**src/rtl/cdp1802_pkg.sv**
```systemverilog
// Shared definitions for the cdp1802 machine-cycle controller.
//   SC_*          : two-bit state codes driven on SC (S0..S3)
//   cycle_state_e : arbiter cycle states
//   req_t         : request snapshot latched at TPB
//   DEF_*         : default cycle length and pulse phases
package cdp1802_pkg;

  localparam logic [1:0] SC_FETCH = 2'b00;
  localparam logic [1:0] SC_EXEC  = 2'b01;
  localparam logic [1:0] SC_DMA   = 2'b10;
  localparam logic [1:0] SC_INT   = 2'b11;

  localparam int unsigned DEF_CYCLE_LEN = 8;
  localparam int unsigned DEF_TPA_PHASE = 1;
  localparam int unsigned DEF_TPB_PHASE = 6;

  typedef enum logic [2:0] {
    ST_INIT  = 3'd0,
    ST_FETCH = 3'd1,
    ST_EXEC  = 3'd2,
    ST_DMA   = 3'd3,
    ST_INTR  = 3'd4
  } cycle_state_e;

  typedef struct packed {
    logic dma_in;
    logic dma_out;
    logic intr;
  } req_t;

  // State code presented on SC for a given cycle state; INIT reports as S1.
  function automatic logic [1:0] state_sc(cycle_state_e s);
    logic [1:0] sc;
    sc = SC_FETCH;
    case (s)
      ST_INIT:  sc = SC_EXEC;
      ST_FETCH: sc = SC_FETCH;
      ST_EXEC:  sc = SC_EXEC;
      ST_DMA:   sc = SC_DMA;
      ST_INTR:  sc = SC_INT;
      default:  sc = SC_FETCH;
    endcase
    return sc;
  endfunction

endpackage

```
**src/rtl/cdp1802_phase_ctr.sv**
```systemverilog
// Phase counter for one machine cycle with WAIT_N pause gating.
// Each clock is either running (WAIT_N high at the edge that starts it) or
// paused; the phase advances only at the end of a running clock, and the
// timing pulses fire only during a running clock at their phase.
//   CLOCK, CLEAR_N : clock, asynchronous active-low reset
//   WAIT_N         : synchronous pause, active-low
//   phase          : current phase within the cycle
//   TPA, TPB       : one-clock timing pulses at TPA_PHASE / TPB_PHASE
//   commit         : one-clock strobe at the last phase
module cdp1802_phase_ctr
  import cdp1802_pkg::*;
#(
  parameter int unsigned CYCLE_LEN = DEF_CYCLE_LEN,
  parameter int unsigned TPA_PHASE = DEF_TPA_PHASE,
  parameter int unsigned TPB_PHASE = DEF_TPB_PHASE
) (
  input  logic                         CLOCK,
  input  logic                         CLEAR_N,
  input  logic                         WAIT_N,
  output logic [$clog2(CYCLE_LEN)-1:0] phase,
  output logic                         TPA,
  output logic                         TPB,
  output logic                         commit
);

  localparam int unsigned PW = $clog2(CYCLE_LEN);
  localparam logic [PW-1:0] LAST_P = PW'(CYCLE_LEN - 1);
  localparam logic [PW-1:0] TPA_P  = PW'(TPA_PHASE);
  localparam logic [PW-1:0] TPB_P  = PW'(TPB_PHASE);

  // run_q: the clock now in progress is a running (not paused) clock.
  logic          run_q;
  logic [PW-1:0] phase_nxt_c;

  // Power-of-two length lets the counter wrap naturally.
  assign phase_nxt_c = run_q ? phase + PW'(1) : phase;

  always_ff @(posedge CLOCK or negedge CLEAR_N) begin
    if (!CLEAR_N) begin
      phase  <= '0;
      run_q  <= 1'b1;
      TPA    <= 1'b0;
      TPB    <= 1'b0;
      commit <= 1'b0;
    end else begin
      phase  <= phase_nxt_c;
      run_q  <= WAIT_N;
      TPA    <= WAIT_N && (phase_nxt_c == TPA_P);
      TPB    <= WAIT_N && (phase_nxt_c == TPB_P);
      commit <= WAIT_N && (phase_nxt_c == LAST_P);
    end
  end

endmodule

```
**src/rtl/cdp1802_cycle_ctrl.sv**
```systemverilog
// Machine-cycle sequencer and S2/S3 arbiter for the cdp1802 core.
// Splits CLOCK into CYCLE_LEN-clock machine cycles, drives TPA/TPB/SC and
// picks the next cycle (fetch, execute, DMA, interrupt) at each boundary.
// Build option: define CDP1802_DMA_EN to enable DMA arbitration; without it
// the DMA requests are ignored and the DMA grants stay 0.
//   CLOCK, CLEAR_N           : clock, asynchronous active-low reset
//   WAIT_N                   : synchronous pause, active-low
//   INT_N, IE                : interrupt request (active-low) and enable
//   dma_in_req, dma_out_req  : DMA requests, active-high
//   idle, exec_more          : core status used for the next-cycle decision
//   SC, phase                : state code and phase within the cycle
//   TPA, TPB, commit         : timing pulses and end-of-cycle strobe
//   dma_in_gnt, dma_out_gnt  : S2 grants; int_gnt : S3 grant
//   init                     : post-reset initialisation cycle
module cdp1802_cycle_ctrl
  import cdp1802_pkg::*;
#(
  parameter int unsigned CYCLE_LEN = DEF_CYCLE_LEN,
  parameter int unsigned TPA_PHASE = DEF_TPA_PHASE,
  parameter int unsigned TPB_PHASE = DEF_TPB_PHASE
) (
  input  logic                         CLOCK,
  input  logic                         CLEAR_N,
  input  logic                         WAIT_N,
  input  logic                         INT_N,
  input  logic                         IE,
  input  logic                         dma_in_req,
  input  logic                         dma_out_req,
  input  logic                         idle,
  input  logic                         exec_more,
  output logic [1:0]                   SC,
  output logic                         TPA,
  output logic                         TPB,
  output logic [$clog2(CYCLE_LEN)-1:0] phase,
  output logic                         commit,
  output logic                         dma_in_gnt,
  output logic                         dma_out_gnt,
  output logic                         int_gnt,
  output logic                         init
);

  cycle_state_e state;
  cycle_state_e nxt_c;
  logic         nxt_din_c;
  logic         nxt_dout_c;
  req_t         req_q;
  req_t         req_c;
  logic         sample_c;

  cdp1802_phase_ctr #(
    .CYCLE_LEN (CYCLE_LEN),
    .TPA_PHASE (TPA_PHASE),
    .TPB_PHASE (TPB_PHASE)
  ) u_phase_ctr (
    .CLOCK   (CLOCK),
    .CLEAR_N (CLEAR_N),
    .WAIT_N  (WAIT_N),
    .phase   (phase),
    .TPA     (TPA),
    .TPB     (TPB),
    .commit  (commit)
  );

  // Live request snapshot; DMA inputs only participate when DMA is built in.
`ifdef CDP1802_DMA_EN
  assign req_c.dma_in  = dma_in_req;
  assign req_c.dma_out = dma_out_req;
`else
  logic dma_unused;
  assign dma_unused    = dma_in_req ^ dma_out_req;
  assign req_c.dma_in  = 1'b0;
  assign req_c.dma_out = 1'b0;
`endif
  assign req_c.intr = !INT_N && IE;

  // Fetch and init cycles never sample requests. TPB is high only during a
  // running clock, so the latch freezes automatically while paused.
  assign sample_c = TPB && ((state == ST_EXEC) || (state == ST_DMA) || (state == ST_INTR));

  // Next-cycle decision, applied on the edge that ends the commit clock.
  always_comb begin
    nxt_c      = ST_FETCH;
    nxt_din_c  = 1'b0;
    nxt_dout_c = 1'b0;
    case (state)
      ST_INIT:  nxt_c = ST_FETCH;
      ST_FETCH: nxt_c = ST_EXEC;
      ST_EXEC, ST_DMA: begin
        if ((state == ST_EXEC) && exec_more) begin
          nxt_c = ST_EXEC;
        end else if (req_q.dma_in) begin
          nxt_c     = ST_DMA;
          nxt_din_c = 1'b1;
        end else if (req_q.dma_out) begin
          nxt_c      = ST_DMA;
          nxt_dout_c = 1'b1;
        end else if (req_q.intr) begin
          nxt_c = ST_INTR;
        end else begin
          nxt_c = idle ? ST_EXEC : ST_FETCH;
        end
      end
      // IE is cleared by the core in S3, so interrupts never chain.
      ST_INTR: begin
        if (req_q.dma_in) begin
          nxt_c     = ST_DMA;
          nxt_din_c = 1'b1;
        end else if (req_q.dma_out) begin
          nxt_c      = ST_DMA;
          nxt_dout_c = 1'b1;
        end else begin
          nxt_c = ST_FETCH;
        end
      end
      default: nxt_c = ST_FETCH;
    endcase
  end

  // Cycle state and its registered decodes; latched requests clear every
  // boundary so each cycle decides only on what it sampled itself.
  always_ff @(posedge CLOCK or negedge CLEAR_N) begin
    if (!CLEAR_N) begin
      state       <= ST_INIT;
      SC          <= SC_EXEC;
      init        <= 1'b1;
      dma_in_gnt  <= 1'b0;
      dma_out_gnt <= 1'b0;
      int_gnt     <= 1'b0;
      req_q       <= '0;
    end else if (commit) begin
      state       <= nxt_c;
      SC          <= state_sc(nxt_c);
      init        <= (nxt_c == ST_INIT);
      dma_in_gnt  <= nxt_din_c;
      dma_out_gnt <= nxt_dout_c;
      int_gnt     <= (nxt_c == ST_INTR);
      req_q       <= '0;
    end else if (sample_c) begin
      req_q <= req_c;
    end
  end

endmodule

```
**config.mk**
```make
export PLATFORM = sky130hd
export DESIGN_NAME = cdp1802_cycle_ctrl
export DESIGN_NICKNAME = d
export VERILOG_FILES = /design/src/rtl/cdp1802_pkg.sv /design/src/rtl/cdp1802_phase_ctr.sv /design/src/rtl/cdp1802_cycle_ctrl.sv
export SDC_FILE = /design/constraint.sdc
export NUM_CORES = 1
export LEC_CHECK = 0
export CORE_UTILIZATION = 35
export DETAILED_ROUTE_END_ITERATION = 7
export PLACE_DENSITY_LB_ADDON = 0.25
export SLEW_MARGIN = 20
export SYNTH_ARGS = -nofsm -noshare
export SYNTH_HDL_FRONTEND = slang
export SYNTH_SLANG_ARGS = --single-unit
```
**constraint.sdc**
```tcl
create_clock -name CLOCK -period 1.2 [get_ports CLOCK]
set_input_delay 0.24 -clock CLOCK [delete_from_list [all_inputs] [get_ports CLOCK]]
set_output_delay 0.24 -clock CLOCK [all_outputs]
set_load 0.02 [all_outputs]
```
# [Word level (Yosys, flattened, before mapping)]
# Cells that the tools add are included.
[classes] eq_ne=10 bitwise_logic=0 order_cmp=0 mul=0 mux=19 add_sub_neg=1 n_reduce_logical=13 shifts=0 n_div=0
[op_table] operator="2-to-1 mux 3 bit" n=7
[op_table] operator="equality test 3 x 2 -> 1 bit (second input constant)" n=4
[op_table] operator="equality test 3 bit (second input constant)" n=4
[op_table] operator="case mux 3 bit (3 select lines)" n=1
[op_table] operator="equality test 3 x 1 -> 1 bit (second input constant)" n=2
[op_table] operator="logical AND 1 bit" n=6
[op_table] operator="2-to-1 mux 2 bit" n=3
[op_table] operator="case mux 2 bit (3 select lines)" n=1
[op_table] operator="2-to-1 mux 1 bit" n=5
[op_table] operator="case mux 1 bit (2 select lines)" n=2
[op_table] operator="OR reduction 2 bit" n=2
[op_table] operator="adder 3 x 1 -> 3 bit (second input constant)" n=1
[op_table] operator="zero test 3 bit" n=1
[op_table] operator="logical OR 1 bit" n=2
[op_table] operator="nonzero test 2 bit" n=1
[op_table] operator="zero test 1 bit" n=1
[totals] in_bits=9 latchBits=0 mem_bits_ro=0 out_inout_bits=12 ramBits=0 mem_count=0 reg_bits=19 word_cells=57

# [Logic depth before layout (Yosys ltp)]
[logic_depth] depth_word=9 depth_mapped=4 ltp_nobuf=4

# [Modules after synthesis]
# Synthesis repeated with hierarchy kept, for this count alone.
[hier_totals] cells_unflattened=59 hier_area_um2=686.9
[by_module_without_submodules] module="cdp1802_cycle_ctrl" area_per_inst_um2=397.9 seq_area_each_um2=202.7 cells_per_inst=39 n_inst=1
[by_module_without_submodules] module="cdp1802_phase_ctr" area_per_inst_um2=289.0 seq_area_each_um2=176.4 cells_per_inst=20 n_inst=1

# [Least setup slack after synthesis]
# Ideal clock, no wire load.
[synth_timing] kind="reg2reg" startpoint="reg u_phase_ctr.phase[0]" endpoint="reg u_phase_ctr.TPA" period_less_slack_ns=1.297 setup_ns=0.086 path_slack_ns=-0.097 t_arrival_ns=1.211 path_buffers=0 path_stages_with_launch=4 t_required_ns=1.114 path_cell_list="dfrtp_1 -> ha_1 -> mux2_2 -> nor3_1"
[synth_between] elab_chain_cells=4
[synth_rtl] element="start, declared" line="cdp1802_phase_ctr.sv:20" source="output logic [$clog2(CYCLE_LEN)-1:0] phase,"
[synth_rtl] element="start signal, assigned" line="cdp1802_phase_ctr.sv:46" source="phase <= phase_nxt_c;"
[synth_rtl] element="adder 3 x 1 -> 3 bit" line="cdp1802_phase_ctr.sv:36" source="assign phase_nxt_c = run_q ? phase + PW'(1) : phase;"
[synth_rtl] element="2-to-1 mux 3 bit" line="cdp1802_phase_ctr.sv:36"
[synth_rtl] element="via u_phase_ctr.phase_nxt_c[1]" line="cdp1802_phase_ctr.sv:33" source="logic [PW-1:0] phase_nxt_c;"
[synth_rtl] element="equality test 3 x 1 -> 1 bit" line="cdp1802_phase_ctr.sv:48" source="TPA <= WAIT_N && (phase_nxt_c == TPA_P);"
[synth_rtl] element="logical AND 1 bit" line="cdp1802_phase_ctr.sv:48"
[synth_rtl] element="end signal, assigned" line="cdp1802_phase_ctr.sv:48"
[synth_rtl] element="end, declared" line="cdp1802_phase_ctr.sv:21" source="output logic TPA,"
# The timed path passes the listed nets, and every way through them passes these cells.
# A chain may end at the register's enable or synchronous reset.

# [Worst setup path after layout]
[layout_timing] startpoint="reg u_phase_ctr.phase[0]" endpoint="reg u_phase_ctr.TPB"
[layout_between] elab_chain_cells=4
[layout_rtl] element="adder 3 x 1 -> 3 bit" line="cdp1802_phase_ctr.sv:36"
[layout_rtl] element="2-to-1 mux 3 bit (*)" line="cdp1802_phase_ctr.sv:36"
[layout_rtl] element="equality test 3 bit (*)" line="cdp1802_phase_ctr.sv:49" source="TPB <= WAIT_N && (phase_nxt_c == TPB_P);"
[layout_rtl] element="logical AND 1 bit (*)" line="cdp1802_phase_ctr.sv:49"
[layout_rtl] element="end signal, assigned" line="cdp1802_phase_ctr.sv:49"
[layout_rtl] element="end, declared" line="cdp1802_phase_ctr.sv:22" source="output logic TPB,"
# Every way passes the cells marked *; elsewhere a longest branch is shown, timed or not.

==> metrics.txt <==
# TYPE chip_impl_metric gauge
chip_impl_info{name="run_status",value="complete, but fails checks"} 1
chip_impl_info{name="failing_checks",value="negative setup slack"} 1
chip_impl_metric{name="post_synth_num_cell_types",unit=""} 27
chip_impl_metric{name="htree_num_levels",unit=""} 1
chip_impl_metric{name="utilization",unit=""} 0.5809
chip_impl_metric{name="regArea",unit="sq um"} 381.6
chip_impl_metric{name="io_pins",unit=""} 21
chip_impl_info{name="commonest_cells_after_routing_fill_and_taps_aside",value="buf_4, dfrtp_1, inv_1, clkdlybuf4s50_1, buf_2"} 1
chip_impl_metric{name="peak_supply_drop",unit="mV"} 1.196
chip_impl_info{name="crit_path_from",value="u_phase_ctr.phase[0]"} 1
chip_impl_info{name="synth_ff_type",value="dfrtp_1"} 1
chip_impl_metric{name="avgRoutedWirePerCell",unit="um"} 13.90
chip_impl_info{name="mostFrequentLayoutCell",value="buf_4"} 1
chip_impl_metric{name="setup_violations",unit=""} 2
chip_impl_metric{name="antenna_left",unit=""} 0
chip_impl_metric{name="nets",unit=""} 99
chip_impl_metric{name="dpl_cell_area",unit="sq um"} 922.1
chip_impl_metric{name="dp_hpwl",unit="um"} 969.6
chip_impl_metric{name="timing.final.ws_setup",unit="ns"} -0.05955
chip_impl_metric{name="fin_crit_sh",unit=""} 1.050
chip_impl_metric{name="die_area",unit="sq um"} 2106
chip_impl_info{name="rsz0062_at_grt",value="yes"} 1
chip_impl_metric{name="async_flop_share",unit=""} 1.000
chip_impl_metric{name="routed-via-count",unit=""} 551
chip_impl_metric{name="crit_arrival",unit="ns"} 1.46
chip_impl_metric{name="syn_inst",unit=""} 57
chip_impl_metric{name="synth-edff-count",unit=""} 0
chip_impl_metric{name="global_route.overflow_total",unit=""} 0
chip_impl_metric{name="clock-skew-final",unit="ns"} 0.008845
chip_impl_metric{name="core-area",unit="sq um"} 1764
chip_impl_metric{name="cts_made_buffers",unit=""} 3
chip_impl_metric{name="grt_start_max_net_pins",unit=""} 16
chip_impl_metric{name="totalNegativeSetupSlack",unit="ns"} -0.09120
chip_impl_metric{name="placementRows",unit=""} 15
chip_impl_metric{name="power.static_leakage",unit="nW"} 0.4513
chip_impl_info{name="regs_by_ff_count",value="state (3), u_phase_ctr.phase (3), SC (2)"} 1
chip_impl_metric{name="synth-warning-count",unit=""} 0
chip_impl_metric{name="fin_crit",unit="ns"} 1.260
chip_impl_metric{name="port_buffers",unit=""} 16
chip_impl_metric{name="finish.instance_area",unit="sq um"} 1025
chip_impl_info{name="cts_tree",value="built"} 1
chip_impl_metric{name="area_delta_synth_final",unit="%"} 51.95
chip_impl_metric{name="report.final.hold_viol_count",unit=""} 0
chip_impl_info{name="synth_top_cells_by_area",value="dfrtp_1, dfstp_2, nand4b_1"} 1
chip_impl_info{name="clock_tree.root_cell",value="clkbuf_4"} 1
chip_impl_metric{name="die-height",unit="um"} 45.90
chip_impl_metric{name="fillCellCount",unit=""} 174
chip_impl_metric{name="initial_antenna_violation_count",unit=""} 0
chip_impl_metric{name="critPathRequiredTime",unit="ns"} 1.40
chip_impl_metric{name="path_clk_slew",unit="ns"} 0.11
chip_impl_metric{name="clock_sinks",unit=""} 15
chip_impl_metric{name="drt_iter0_markers",unit=""} 7
chip_impl_metric{name="drt_pass1_iterations",unit=""} 4
chip_impl_metric{name="ant_cells",unit=""} 0
chip_impl_info{name="timing.rr.start",value="u_phase_ctr.phase[0]"} 1
chip_impl_metric{name="finalWirelength",unit="um"} 1571
chip_impl_metric{name="first_global_vias",unit=""} 537
chip_impl_metric{name="post_synth_instance_area",unit="sq um"} 674.4
chip_impl_metric{name="worst-path-max-fanout",unit=""} 3
chip_impl_metric{name="initial_utilization",unit=""} 0.3823
chip_impl_metric{name="synth.top_cell.area_share",unit=""} 0.4453
chip_impl_metric{name="fmax",unit="GHz"} 0.7939
chip_impl_metric{name="multi_input_area",unit="sq um"} 324.1
chip_impl_metric{name="gpl.final_weighted_congestion",unit=""} 0.8123
chip_impl_metric{name="register_area_share_after_synthesis",unit=""} 0.5622
chip_impl_info{name="criticalPathCategory",value="reg2reg"} 1
chip_impl_metric{name="power.density_cell_area",unit="nW/um^2"} 2389
chip_impl_metric{name="worstSkewPairLatency",unit="ns"} 0.29
chip_impl_metric{name="clock_path_buffers",unit=""} 2
chip_impl_info{name="min-delay-path-class",value="in2async"} 1
chip_impl_metric{name="globalRouteTotalUtil",unit=""} 0.1620
chip_impl_info{name="capturing_element_type_of_the_critical_path",value="register"} 1
chip_impl_metric{name="drv_cap",unit=""} 0
chip_impl_metric{name="post_route_cells_drive_above_1_share",unit=""} 0.4545
chip_impl_metric{name="number_of_register_bits_inferred_by_synthesis",unit=""} 15
chip_impl_metric{name="syn_avg_cell_area",unit="sq um"} 11.83
chip_impl_metric{name="route.detailed.drc",unit=""} 0
chip_impl_info{name="timing.critical_path.from_type",value="register"} 1
chip_impl_metric{name="drv_slew",unit=""} 0
chip_impl_info{name="synth_top_area_cell",value="dfrtp_1"} 1
chip_impl_metric{name="fp.dieW",unit="um"} 45.90
chip_impl_metric{name="first_pass_grt_wire_length",unit="um"} 2339
chip_impl_metric{name="viasPerCell",unit=""} 4.876
[worst max-delay path, stage by stage (launching register included)]
cell and delay (ns):
dfrtp_2 0.46, ha_4 0.29, nand4b_1 0.13, a311oi_2 0.29
[synth_stat cells (2+ instances only)]
library cell / instances
nand4b_1: 3
dfstp_2: 3
dfrtp_1: 12
buf_4: 2
inv_1: 6
nand3b_1: 2
nor2b_1: 4
nand2_1: 3
o21ai_0: 3
a311oi_1: 2
[metal layers]
metal / GRT usage / vias to the layer above / share of wire
li1: - / 263 / -
met1: 0.1960 / 267 / 0.43
met2: 0.2732 / 19 / 0.52
met3: 0.05952 / 2 / 0.048
met4: 0.03529 / 0 / 0.0070
met5: 0 / - / 0
[cells by family (layout without fill, tap and decap cells)]
kind of cell / Yosys count / count (layout) / share of synthesized area
muxes: 1 / 1 / 0.01670
xor gates and xnor gates: 2 / 2 / 0.02598
buffers and inverters: 8 / 38 / 0.05565
adders and majority gates: 1 / 1 / 0.01855
AOI/OAI and AO/OA: 12 / 12 / 0.1373
and+or+nand+nor: 17 / 17 / 0.1781
other: 1 / 2 / 0.005561
DFF: 15 / 15 / 0.5622
[through the flow]
step                      hold slack (ns)  total power [mW]  std cells  setup slack (ns)
after floorplan                  -0.05559             1.466         58          0.005847
after global placement             0.4752             1.943        104           -0.2292
after detailed placement           0.4776             1.972        104           -0.2469
after CTS                          0.2406             2.274        109          -0.04364
after global routing               0.2559             2.614        113           -0.1402
final                              0.2426             2.448        113          -0.05955
[final cells by class]
class,count,share of cell area
well taps,25,0.03053
multi-input cells,35,0.3162
repair buffers,28,0.2295
inverters,6,0.02198
clock buffers,3,0.02198
clock inverters,1,0.007326
flip-flops and latches,15,0.3724
[power by group]
part | switching (mW) | internal (mW)
combinational | 0.609 | 0.646
clock | 0.184 | 0.127
sequential | 0.168 | 0.714
[what timing repair did]
action,in CTS,in global routing
hold buffers,0,0
pin swaps,2,4
endpoints found under the setup margin,14,11
setup buffers,1,4
gates resized for setup,41,7
[worst paths after layout]
check | endpoint | slack [ns] | cells past startpoint
min reg2reg | init | 0.50 | 1
max reg2reg | u_phase_ctr.TPB | -0.06 | 3
max in group asynchronous | SC[0] | 0.71 | 2
max | u_phase_ctr.TPB | -0.06 | 3
min | u_phase_ctr.TPA | 0.24 | 2
min in group CLOCK | u_phase_ctr.run_q | 0.40 | 1
No activity file was read; power rests on OpenSTA's default activity.
